===== src/rtl/kbd_mouse_sched.sv =====
// Keyboard/mouse event scheduler: buffers keycodes behind a valid/ack handshake with
// an enforced inter-code gap, holds the latest OSD key, and accumulates mouse deltas.
module kbd_mouse_sched #(
  parameter int unsigned KBD_DEPTH = 8,
  parameter int unsigned KBD_GAP   = 16
) (
  input  logic       clk_sys,
  input  logic       reset_n,
  input  logic       kms_strobe,
  input  logic [1:0] kms_type,
  input  logic [7:0] kms_data,
  input  logic       kms_idx,
  output logic       kbd_valid,
  output logic [7:0] kbd_code,
  input  logic       kbd_ack,
  output logic       kbd_ovf,
  input  logic       ovf_clr,
  output logic       osd_valid,
  output logic [7:0] osd_code,
  input  logic       osd_ack,
  output logic [7:0] m0_x,
  output logic [7:0] m0_y,
  output logic [7:0] m0_w,
  output logic [7:0] m1_x,
  output logic [7:0] m1_y,
  output logic [7:0] m1_w
);

  localparam int unsigned AW = $clog2(KBD_DEPTH);
  localparam int unsigned CW = AW + 1;

  typedef enum logic [1:0] {IDLE, PRESENT, GAP} kbd_state_e;

  kbd_state_e    state_q, state_d;
  logic [7:0]    gap_q, gap_d;
  logic          valid_q, valid_d;
  logic [7:0]    code_q, code_d;
  logic [7:0]    mem_q [KBD_DEPTH];
  logic [AW-1:0] wr_ptr_q, rd_ptr_q;
  logic [CW-1:0] cnt_q, cnt_d;
  logic          ovf_q;
  logic          osd_valid_q;
  logic [7:0]    osd_code_q;
  logic [1:0]    phase_q;
  logic          sel_q;
  logic [7:0]    mx_q [2];
  logic [7:0]    my_q [2];
  logic [7:0]    mw_q [2];

  logic push, pop, full, empty, push_ok;

  assign push    = kms_strobe && (kms_type == 2'd2);
  assign full    = (cnt_q == CW'(KBD_DEPTH));
  assign empty   = (cnt_q == '0);
  // A pop in the same cycle frees the slot being written, so a full FIFO still accepts.
  assign push_ok = push && (!full || pop);

  always_comb begin
    state_d = state_q;
    gap_d   = gap_q;
    valid_d = valid_q;
    code_d  = code_q;
    pop     = 1'b0;
    unique case (state_q)
      IDLE: begin
        if (!empty) begin
          pop     = 1'b1;
          code_d  = mem_q[rd_ptr_q];
          valid_d = 1'b1;
          state_d = PRESENT;
        end
      end
      PRESENT: begin
        if (kbd_ack) begin
          valid_d = 1'b0;
          gap_d   = 8'(KBD_GAP);
          state_d = (KBD_GAP == 0) ? IDLE : GAP;
        end
      end
      GAP: begin
        gap_d = gap_q - 8'd1;
        if (gap_q <= 8'd1) state_d = IDLE;
      end
      default: state_d = IDLE;
    endcase
  end

  always_comb begin
    cnt_d = cnt_q;
    case ({push_ok, pop})
      2'b10:   cnt_d = cnt_q + CW'(1);
      2'b01:   cnt_d = cnt_q - CW'(1);
      default: cnt_d = cnt_q;
    endcase
  end

  always_ff @(posedge clk_sys or negedge reset_n) begin
    if (!reset_n) begin
      state_q  <= IDLE;
      gap_q    <= '0;
      valid_q  <= 1'b0;
      code_q   <= '0;
      wr_ptr_q <= '0;
      rd_ptr_q <= '0;
      cnt_q    <= '0;
      ovf_q    <= 1'b0;
    end else begin
      state_q <= state_d;
      gap_q   <= gap_d;
      valid_q <= valid_d;
      code_q  <= code_d;
      cnt_q   <= cnt_d;
      if (push_ok) wr_ptr_q <= wr_ptr_q + AW'(1);
      if (pop)     rd_ptr_q <= rd_ptr_q + AW'(1);
      ovf_q <= (push && !push_ok) || (ovf_q && !ovf_clr);
    end
  end

  always_ff @(posedge clk_sys) begin
    if (push_ok) mem_q[wr_ptr_q] <= kms_data;
  end

  always_ff @(posedge clk_sys or negedge reset_n) begin
    if (!reset_n) begin
      osd_valid_q <= 1'b0;
      osd_code_q  <= '0;
    end else if (kms_strobe && (kms_type == 2'd3)) begin
      osd_valid_q <= 1'b1;
      osd_code_q  <= kms_data;
    end else if (osd_ack) begin
      osd_valid_q <= 1'b0;
    end
  end

  // Y and wheel go to the mouse latched by the preceding X strobe, not the current kms_idx.
  always_ff @(posedge clk_sys or negedge reset_n) begin
    if (!reset_n) begin
      phase_q <= '0;
      sel_q   <= 1'b0;
      for (int unsigned i = 0; i < 2; i++) begin
        mx_q[i] <= '0;
        my_q[i] <= '0;
        mw_q[i] <= '0;
      end
    end else if (kms_strobe) begin
      unique case (kms_type)
        2'd0: begin
          mx_q[kms_idx] <= mx_q[kms_idx] + kms_data;
          phase_q       <= 2'd1;
          sel_q         <= kms_idx;
        end
        2'd1: begin
          if (phase_q == 2'd1) begin
            my_q[sel_q] <= my_q[sel_q] + kms_data;
            phase_q     <= 2'd2;
          end else if (phase_q == 2'd2) begin
            mw_q[sel_q] <= mw_q[sel_q] + kms_data;
            phase_q     <= 2'd0;
          end
        end
        default: phase_q <= 2'd0;
      endcase
    end
  end

  assign kbd_valid = valid_q;
  assign kbd_code  = code_q;
  assign kbd_ovf   = ovf_q;
  assign osd_valid = osd_valid_q;
  assign osd_code  = osd_code_q;
  assign m0_x      = mx_q[0];
  assign m0_y      = my_q[0];
  assign m0_w      = mw_q[0];
  assign m1_x      = mx_q[1];
  assign m1_y      = my_q[1];
  assign m1_w      = mw_q[1];

endmodule


===== config.mk =====
export PLATFORM = sky130hd
export DESIGN_NAME = kbd_mouse_sched
export DESIGN_NICKNAME = d
export VERILOG_FILES = /design/src/rtl/kbd_mouse_sched.sv
export SDC_FILE = /design/constraint.sdc
export NUM_CORES = 1
export LEC_CHECK = 0
export BUFFER_PORTS_ARGS = -buffer_cell sky130_fd_sc_hd__buf_2
export CELL_PAD_IN_SITES_DETAIL_PLACEMENT = 2
export CELL_PAD_IN_SITES_GLOBAL_PLACEMENT = 2
export CORE_AREA = 4 4 132 147
export CTS_BUF_LIST = sky130_fd_sc_hd__clkbuf_4
export CTS_CLUSTER_DIAMETER = 30
export DETAILED_ROUTE_END_ITERATION = 6
export DIE_AREA = 0 0 136 151
export PLACE_DENSITY = 0.75
export SYNTH_ARGS = -nofsm -noshare
export SYNTH_HDL_FRONTEND = slang
export SYNTH_SLANG_ARGS = --single-unit

===== constraint.sdc =====
create_clock -name clk_sys -period 3.04 [get_ports clk_sys]
set_input_delay 0 -clock clk_sys [delete_from_list [all_inputs] [get_ports clk_sys]]
set_output_delay 0 -clock clk_sys [all_outputs]
set_load 0.02 [all_outputs]

Word-level counts from Yosys, hierarchy flattened

Memories as Yosys holds them, arrays and structs flattened. A register that Yosys moved wholly into a read port is not among the register bits.
Index checks and enable logic that the tools add are counted.

Register bits after elaboration: 82
Bits in latches: 0
Bits in writable memories: 64
ROM bits: 0
Output and inout bits: 67
Word-level logic and storage cells: 112
Memories: 1

Memories:

| memory | depth | width | rd ports | clocked after memory_dff | write ports | line | text |
|---|---|---|---|---|---|---|---|
| mem_q  | 8     | 8     | 1        | 1                        | 1           | 38   | `logic [7:0] mem_q [KBD_DEPTH];` |

Add/subtract/negate cells: 8
$mul: 0
Div/mod/pow operators: 0
Order comparisons: 5
Eq/ne operators: 14
Shift operators: 0
Mux-type cells: 35
Bitwise logic cells: 4
Reductions and logical operators: 28

Operators by type and width:

| kind                                                           | count |
|---|---|
| 2-to-1 mux 8 bit                                               | 12 |
| bitwise mux 16 bit                                             | 3 |
| adder 8 bit                                                    | 3 |
| demux 8 bit (select 1 bit)                                     | 2 |
| case mux 8 bit (2 select lines)                                | 1 |
| == test 2 bit, second input constant                           | 5 |
| 2-to-1 mux 2 bit                                               | 5 |
| AND reduction 3 bit                                            | 3 |
| == test 2 x 1 -> 1 bit, second input constant                  | 4 |
| less-or-equal comparator 8 x 1 -> 1 bit, second input constant | 1 |
| 2-to-1 mux 1 bit                                               | 8 |
| case mux 4 bit (2 select lines)                                | 1 |
| AND reduction 2 bit                                            | 4 |
| nonzero test 2 bit                                             | 4 |
| subtractor 8 x 1 -> 8 bit, second input constant               | 1 |
| logical AND 1 bit                                              | 7 |
| adder 3 x 1 -> 3 bit, second input constant                    | 2 |
| != test 2 bit, second input constant                           | 3 |
| case mux 2 bit (3 select lines)                                | 1 |
| adder 4 x 1 -> 4 bit, second input constant                    | 1 |
| == test 4 bit, second input constant                           | 1 |
| greater-or-equal comparator 2 bit, second input constant       | 2 |
| logical NOT 1 bit                                              | 4 |
| logical NOT 2 bit                                              | 2 |
| 10 further kinds                                               | 14 |

Logic depth before layout (Yosys ltp)

Gate-level depths: netlist of the first run.

Depth in word-level cells: 8
Gate-level depth with buffers: 11

Worst setup path before layout of the first run

OpenSTA, ideal clock, no wires.

Kind: register to register
Start: reg sel_q
End: reg my_q, in the netlist m1_y[7]
Data arrival time: 2.646 ns
Required time: 2.912 ns
Path slack: 0.265 ns
Cell stages (with the launch flop): 11
Cells stage by stage: dfrtp_1 clkbuf_1 clkbuf_1 mux2i_1 inv_1 ha_1 a211oi_1 o211a_1 nor3_1 or3_1 xnor2_1

Word-level cells in the longest chain between the ends: 6
Elaborated cells on any way between the ends: 11
Classes of those cells: add/sub (1); order compare (2); mux (6); bitwise (1); reduce/logical (1)

RTL lines:

| item                                                                               | line | text |
|---|---|---|
| start, declared                                                                    | 45   | `logic sel_q;` |
| start signal, assigned                                                             | 150  | `sel_q <= kms_idx;` |
| NOT 1 -> 2 bit (implied by the code) (*)                                           | 154  | `my_q[sel_q] <= my_q[sel_q] + kms_data;` |
| 2-to-1 mux 8 bit (implied by the code) (tied with other cells)                     | 154  |  |
| 2-to-1 mux 8 bit (implied by the code) / logical AND 1 bit (equally long branches) | 154  |  |
| 2-to-1 mux 8 bit (implied by the code)                                             | 154  |  |
| adder 8 bit / demux 8 bit (select 1 bit) (equally long branches)                   | 154  |  |
| bitwise mux 16 bit (*)                                                             | 154  |  |
| end signal, assigned by index                                                      | 154  |  |
| end, declared                                                                      | 47   | `logic [7:0] my_q [2];` |

Mark *: on every way between the ends. The rest lies on a longest branch, timed or not. The select of a mux whose other input is x is not followed.
A chain may end at the register's enable or synchronous reset.

Worst setup path in the final report of the first run

Same ends and word-level chain as after synthesis.

==> flow_summary.yaml, run 1 <==
outcome:
  status: "finished clean"
setup_path:
  r2r_cells: 9
  start_kind: "register"
  regToRegSetupSlack_ps: 320
  crit_chain: "buf_4 -> mux2i_1 -> inv_1 -> ha_1 -> a211oi_1 -> o211a_1 -> nor3_1 -> or3_1 -> xnor2_1"
  r2r-start: "sel_q$_DFFE_PN0P_"
  critPathKind: "reg2reg"
  cp_slowest_stage_delay_ps: 520
  arrival_ps: 3200
  timing.rr.end: "m1_y[7]$_DFFE_PN0P_"
  critPathMaxFanout: 7
  crit_required_ps: 3520
  slowest_stage: "dfrtp_1"
  cp-end-kind: "register"
sta:
  setup_ws_ps: 320
  rsz0062_at_grt: "no"
  worst_pin_slew_ps: 940
  tns_ps: 0
  min_period_ps: 2720
  hold_violations: 0
  clock-skew-final_ps: 18.3
  setup_viol: 0
  slew_violations: 0
  max_clock_freq_ghz: 0.368
  timing.final.crit_share: 0.895
  slew-limit-headroom: 0.373
route:
  drt-initial-drc-count: 183
  drt-total-wl_um: 19600
  via_per_inst: 5.30
  drc: 0
  first_pass_iters: 4
  postRouteAntennaNets: 0
  wire_per_inst_um: 21.3
  num_vias: 4896
yosys:
  yosysTopAreaCellShare: 0.313
  synth-seq-cells: 154
  synth_fp_nets: 598
  synthCells: 548
  avgSynthCellArea_um2: 13.1
  synth_area_leaders: "dfrtp_1 (31%), edfxtp_1 (27%), mux2_2 (7.0%), ha_1 (5.0%), mux4_2 (5.0%)"
  syn_area_um2: 7200
  synth_seq_area_share: 0.579
  synth_cell_types: 48
  yosysWarnings: 0
  yosys.area.top_type: "dfrtp_1"
finish:
  fill_cells: 1838
  fin_util: 0.466
  final_nets: 716
  drive_above_1_share: 0.280
  instances_no_fill: 923
  seq_area_um2: 4170
  syn_to_final_growth_pct: 16.6
  multi_input_area_um2: 2900
placed_design:
  gp_congestion: 0.829
  place.port_buffers: 83
  hpwlAfterDp_um: 13900
  dp.cells: 871
  dp_slack_ps: 379
floorplan:
  die-area_um2: 20500
  fp.dieH_um: 151
  io_pins: 84
  start_util: 0.400
  core-area_um2: 18000
  rows: 52
  die_x_um: 136
grt:
  grt_pass1_vias: 5679
  grt_pass1_wl_um: 31500
  grt_max_degree: 68
  track_usage: 0.204
  grt.overflow.total: 0
  grt_antenna_before_repair: 1
cts:
  clk_path_buf_depth: 2
  h-tree-depth: 4
  cts_tree: "yes"
  cts_resized: 0
  clk_pin_slew_ps: 130
  numCtsBuffers: 17
  post_cts_buffers: 0
  insertion_delay_ps: 570
  cts_num_sinks: 154
  hold_buffers: 19
  clock-root-buffer: "clkbuf_4"
power:
  power_density_nw_per_um2: 873
  power_uw: 7330
  vdd_drop_max_mv: 0.368
  p_leak_uw: 0.00364
min_path:
  hold_path_class: "in2async"
job:
  drv_cap: 0
## layout make-up
class / count / area share
tap: 243 / 0.0362
multi-input combinational: 361 / 0.345
sequential: 154 / 0.497
timing repair buffer: 116 / 0.0849
antenna: 1 / 0.000298
clock inverter: 13 / 0.0122
inverter: 16 / 0.00715
clock buffer: 19 / 0.0170
## worst max-delay path by stage
| stage | from | endpoint | slack (ps) | depth (start not counted) |
|---|---|---|---|---|
| 2_1_floorplan | sel_q$_DFFE_PN0P_ | m1_y[7]$_DFFE_PN0P_ | 270 | 10 |
| 3_3_place_gp | sel_q$_DFFE_PN0P_ | m1_y[7]$_DFFE_PN0P_ | 510 | 9 |
| 3_5_place_dp | sel_q$_DFFE_PN0P_ | m1_y[7]$_DFFE_PN0P_ | 380 | 9 |
| 4_1_cts | sel_q$_DFFE_PN0P_ | m1_y[7]$_DFFE_PN0P_ | 280 | 9 |
| 5_1_grt | sel_q$_DFFE_PN0P_ | m1_y[7]$_DFFE_PN0P_ | 40 | 9 |
| 6_report | sel_q$_DFFE_PN0P_ | m1_y[7]$_DFFE_PN0P_ | 320 | 9 |
## flip-flops by register name, indices dropped and copies added, names as in the netlist, 4 cells and up
name / flops
m0_x: 8
m0_y: 8
m1_x: 8
osd_code: 8
m1_w: 8
m1_y: 8
m0_w: 8
kbd_code: 8
cnt_q: 4
gap_q: 8
mem_q: 64
## per-stage QoR
step / hold slack [ps] / instance area (µm²)
floorplan: -296 / 7200
global placement: 177 / 7960
detailed placement: 196 / 7960
CTS: 103 / 8390
global route: 156 / 8400
finish: 109 / 8400
## logic make-up (layout without fill, tap and decap cells)
kind of cell / count (synthesis) / after routing / synth area share
and+or+nand+nor: 127 / 127 / 0.0848
buffers and inverters: 33 / 164 / 0.0184
other: 0 / 1 / 0
DFF: 154 / 154 / 0.579
muxes: 75 / 75 / 0.140
xor gates and xnor gates: 25 / 25 / 0.0304
AOI/OAI and AO/OA: 101 / 101 / 0.0858
adders and majority gates: 33 / 33 / 0.0615
## critical path, delay by kind of cell (launching register included)
family	cells	cell delay, ps
compound gates	2	580
flops	1	520
simple gates	2	440
buf+inv	2	310
fa+ha+maj	1	300
mux	1	290
xor+xnor	1	200
## synth_stat cells (all sizes together)
master  count
fa          4
o211ai      3
nor3       11
o21a        9
xor2        6
a21oi      16
o22ai       2
o311ai      1
o41ai       1
nor3b       2
clkbuf     12
a21boi      2
buf         5
or3         5
mux2       45
mux4       16
edfxtp     64
o21bai      3
nand3       7
and4b       1
a21o        5
mux2i      14
nor4        2
xnor2      19
inv        16
or4         2
a211o       1
o211a       2
o31a        1
ha         29
nand2      61
nand3b      6
nand4b      2
dfrtp      90
a211oi      6
o21ai      45
nor2       17
o31ai       4
nor2b       4
nand2b      7
## power breakdown
part           internal [µW]  switching, µW
clock network            415            753
logic                   1310           1760
registers               2630            460
## placed cells by master (no fill, tap or decap), types with 6 or more instances in the layout
cell type / netlist / final
a21oi_1: 16 / 16
buf_2: 2 / 82
buf_4: 1 / 15
clkbuf_4: 0 / 19
dfrtp_1: 90 / 90
dlygate4sd3_1: 0 / 19
edfxtp_1: 64 / 64
ha_1: 29 / 29
inv_1: 16 / 16
mux2_2: 45 / 45
mux2i_1: 14 / 14
mux4_2: 16 / 16
nand2_1: 61 / 61
nand2b_1: 6 / 6
nand3_1: 7 / 7
nand3b_1: 6 / 6
nor2_1: 17 / 17
nor3_1: 10 / 10
o21a_1: 9 / 9
o21ai_0: 44 / 44
xnor2_1: 19 / 19
xor2_1: 6 / 6
## layer usage
metal | global-route usage | wire length, µm
met1 | 0.235 | 7960
met2 | 0.378 | 10700
met3 | 0.0409 | 697
met4 | 0.0660 | 309
met5 | 0 | 0
Power figures use the tool's default switching activity.
==> run 2: changes to the inputs <==
CORE_AREA = 4 4 154 126   (was 4 4 132 147)
DIE_AREA = 0 0 158 130   (was 0 0 136 151)
clock period = 2.8 ns   (was 3.04 ns; I/O delays follow)
==> run 2 against run 1 <==
The flow now finishes with violations (negative hold slack). Worst hold slack worse by 120 ps. Die area about the same. Wire length up 1.3%. Clock power up 25%. Clock-buffer cell count up 1. Clock skew up 16 ps. First-iteration DRC count down 8.2%. Maximum frequency up 5.3%. Critical path type unchanged. Critical endpoint unchanged.
==> flow_summary.yaml, run 2 (synthesis results as in run 1) <==
grt:
  grt.overflow.total: 0
  grt_antenna_before_repair: 2
  track_usage: 0.203
  grt_pass1_vias: 5568
  grt_pass1_wl_um: 31800
  grt_max_degree: 91
outcome:
  violations: "negative hold slack"
  status: "finished with violations"
cts:
  clock-root-buffer: "clkbuf_4"
  cts_num_sinks: 154
  clk_pin_slew_ps: 140
  numCtsBuffers: 17
  post_cts_buffers: 0
  h-tree-depth: 4
  cts_tree: "yes"
  insertion_delay_ps: 570
  clk_path_buf_depth: 2
sta:
  slew_violations: 0
  min_period_ps: 2580
  hold_slack_ps: -10.5
  worst_pin_slew_ps: 803
  slew-limit-headroom: 0.462
  setup_viol: 0
  rsz0062_at_grt: "no"
  max_clock_freq_ghz: 0.387
  tns_ps: 0
  clock-skew-final_ps: 34.1
  timing.final.crit_share: 0.922
  hold_violations: 3
route:
  via_per_inst: 5.42
  drt-initial-drc-count: 168
  first_pass_iters: 4
  drt-total-wl_um: 19900
  wire_per_inst_um: 21.8
  postRouteAntennaNets: 0
  num_vias: 4933
  drc: 0
setup_path:
  slowest_stage: "dfrtp_2"
  r2r_cells: 9
  cp_slowest_stage_delay_ps: 490
  crit_chain: "buf_12 -> mux2i_2 -> inv_1 -> ha_1 -> a211oi_1 -> o211a_1 -> nor3_1 -> or3_1 -> xnor2_1"
  timing.rr.end: "m1_y[7]$_DFFE_PN0P_"
  critPathKind: "reg2reg"
  start_kind: "register"
  crit_start: "sel_q$_DFFE_PN0P_"
  arrival_ps: 3030
  cp-end-kind: "register"
  crit_required_ps: 3250
  r2r-start: "sel_q$_DFFE_PN0P_"
  critPathMaxFanout: 10
  regToRegSetupSlack_ps: 220
finish:
  largest_register_ffs: 64
  fill_cells: 1767
  regMostFlops: "mem_q"
  final_cell_mix: "dfrtp_1 (89), buf_2 (82), edfxtp_1 (64), nand2_1 (61), mux2_2 (45)"
  final_common_cell: "dfrtp_1"
  syn_to_final_growth_pct: 17.5
  final_nets: 716
  drive_above_1_share: 0.286
floorplan:
  rows: 44
  die-area_um2: 20500
  fp.dieH_um: 130
  io_pins: 84
  core-area_um2: 17900
  die_x_um: 158
  start_util: 0.403
power:
  p_leak_uw: 0.00367
  power_density_nw_per_um2: 967
  vdd_drop_max_mv: 0.450
  power_uw: 8180
placed_design:
  hpwlAfterDp_um: 14000
  gp_congestion: 0.853
  place.port_buffers: 83
min_path:
  hold_path_class: "in2async"
job:
  drv_cap: 0
run 2: cell count changes in the layout (fill, tap and decap cells not counted), sizes merged:
| cell | previous run | this run |
|---|---|---|
| clkinvlp | 1 | 3 |
| bufinv | 1 | 3 |
| clkinv | 9 | 4 |
| clkbuf | 19 | 20 |
run 2: worst max-delay path by stage:
stage / end / slack (ps) / depth (start not counted)
floorplan: m1_y[7]$_DFFE_PN0P_ / 30 / 10
global placement: m1_y[7]$_DFFE_PN0P_ / 270 / 9
detailed placement: m1_y[7]$_DFFE_PN0P_ / 70 / 9
CTS: m1_y[7]$_DFFE_PN0P_ / 90 / 9
global route: cnt_q[3]$_DFFE_PN0P_ / 40 / 11
finish: m1_y[7]$_DFFE_PN0P_ / 220 / 9
run 2: final cells by class:
cell class / count / area [µm²] / share of cell area
Tap cell: 230 / 288 / 0.0340
Antenna cell: 1 / 2.50 / 0.000296
Inverter: 16 / 60.1 / 0.00710
Sequential cell: 154 / 4180 / 0.493
Timing Repair Buffer: 116 / 738 / 0.0872
Clock buffer: 20 / 150 / 0.0177
Clock inverter: 12 / 149 / 0.0176
Multi-Input combinational cell: 361 / 2900 / 0.343
run 2: worst max-delay path: cells and delay by family (launching register included):
kind | cells | cell delay (ps)
multiplexers | 1 | 290
AND/OR/NAND/NOR | 2 | 430
XOR/XNOR | 1 | 140
flip-flops | 1 | 490
adder cells (fa/ha/maj) | 1 | 300
AO/OA/AOI/OAI | 2 | 590
buffers and inverters | 2 | 250
run 2: metal layers:
layer  up-vias  part of all wire  global-route usage
met5         -                 0                   0
met4         0            0.0084              0.0371
met3        13             0.028              0.0424
met2        72              0.49               0.337
met1      2595              0.48               0.281
li1       2253                 -                   -
run 2: repair_timing:
item | 4_1_cts | 5_1_grt
hold buffers | 19 | 0
gates resized for setup | 0 | 2
hold endpoints to repair | 174 | 0
setup endpoints to repair | 0 | 2
run 2: stage by stage:
stage,setup WS [ps],instance area [µm²],hold WS (ps),util,instances
floorplan,25.3,7200,-296,-,548
global placement,270,7970,82.7,0.445,858
detailed placement,74.9,7970,94.3,0.445,858
CTS,90.9,8460,2.51,0.473,909
global route,38.1,8460,7.80,0.473,910
finish,218,8460,-10.5,0.473,910
run 2: report_power, final:
part	internal, µW	switching, µW
sequential	2860	500
clock	646	814
combinational	1440	1930
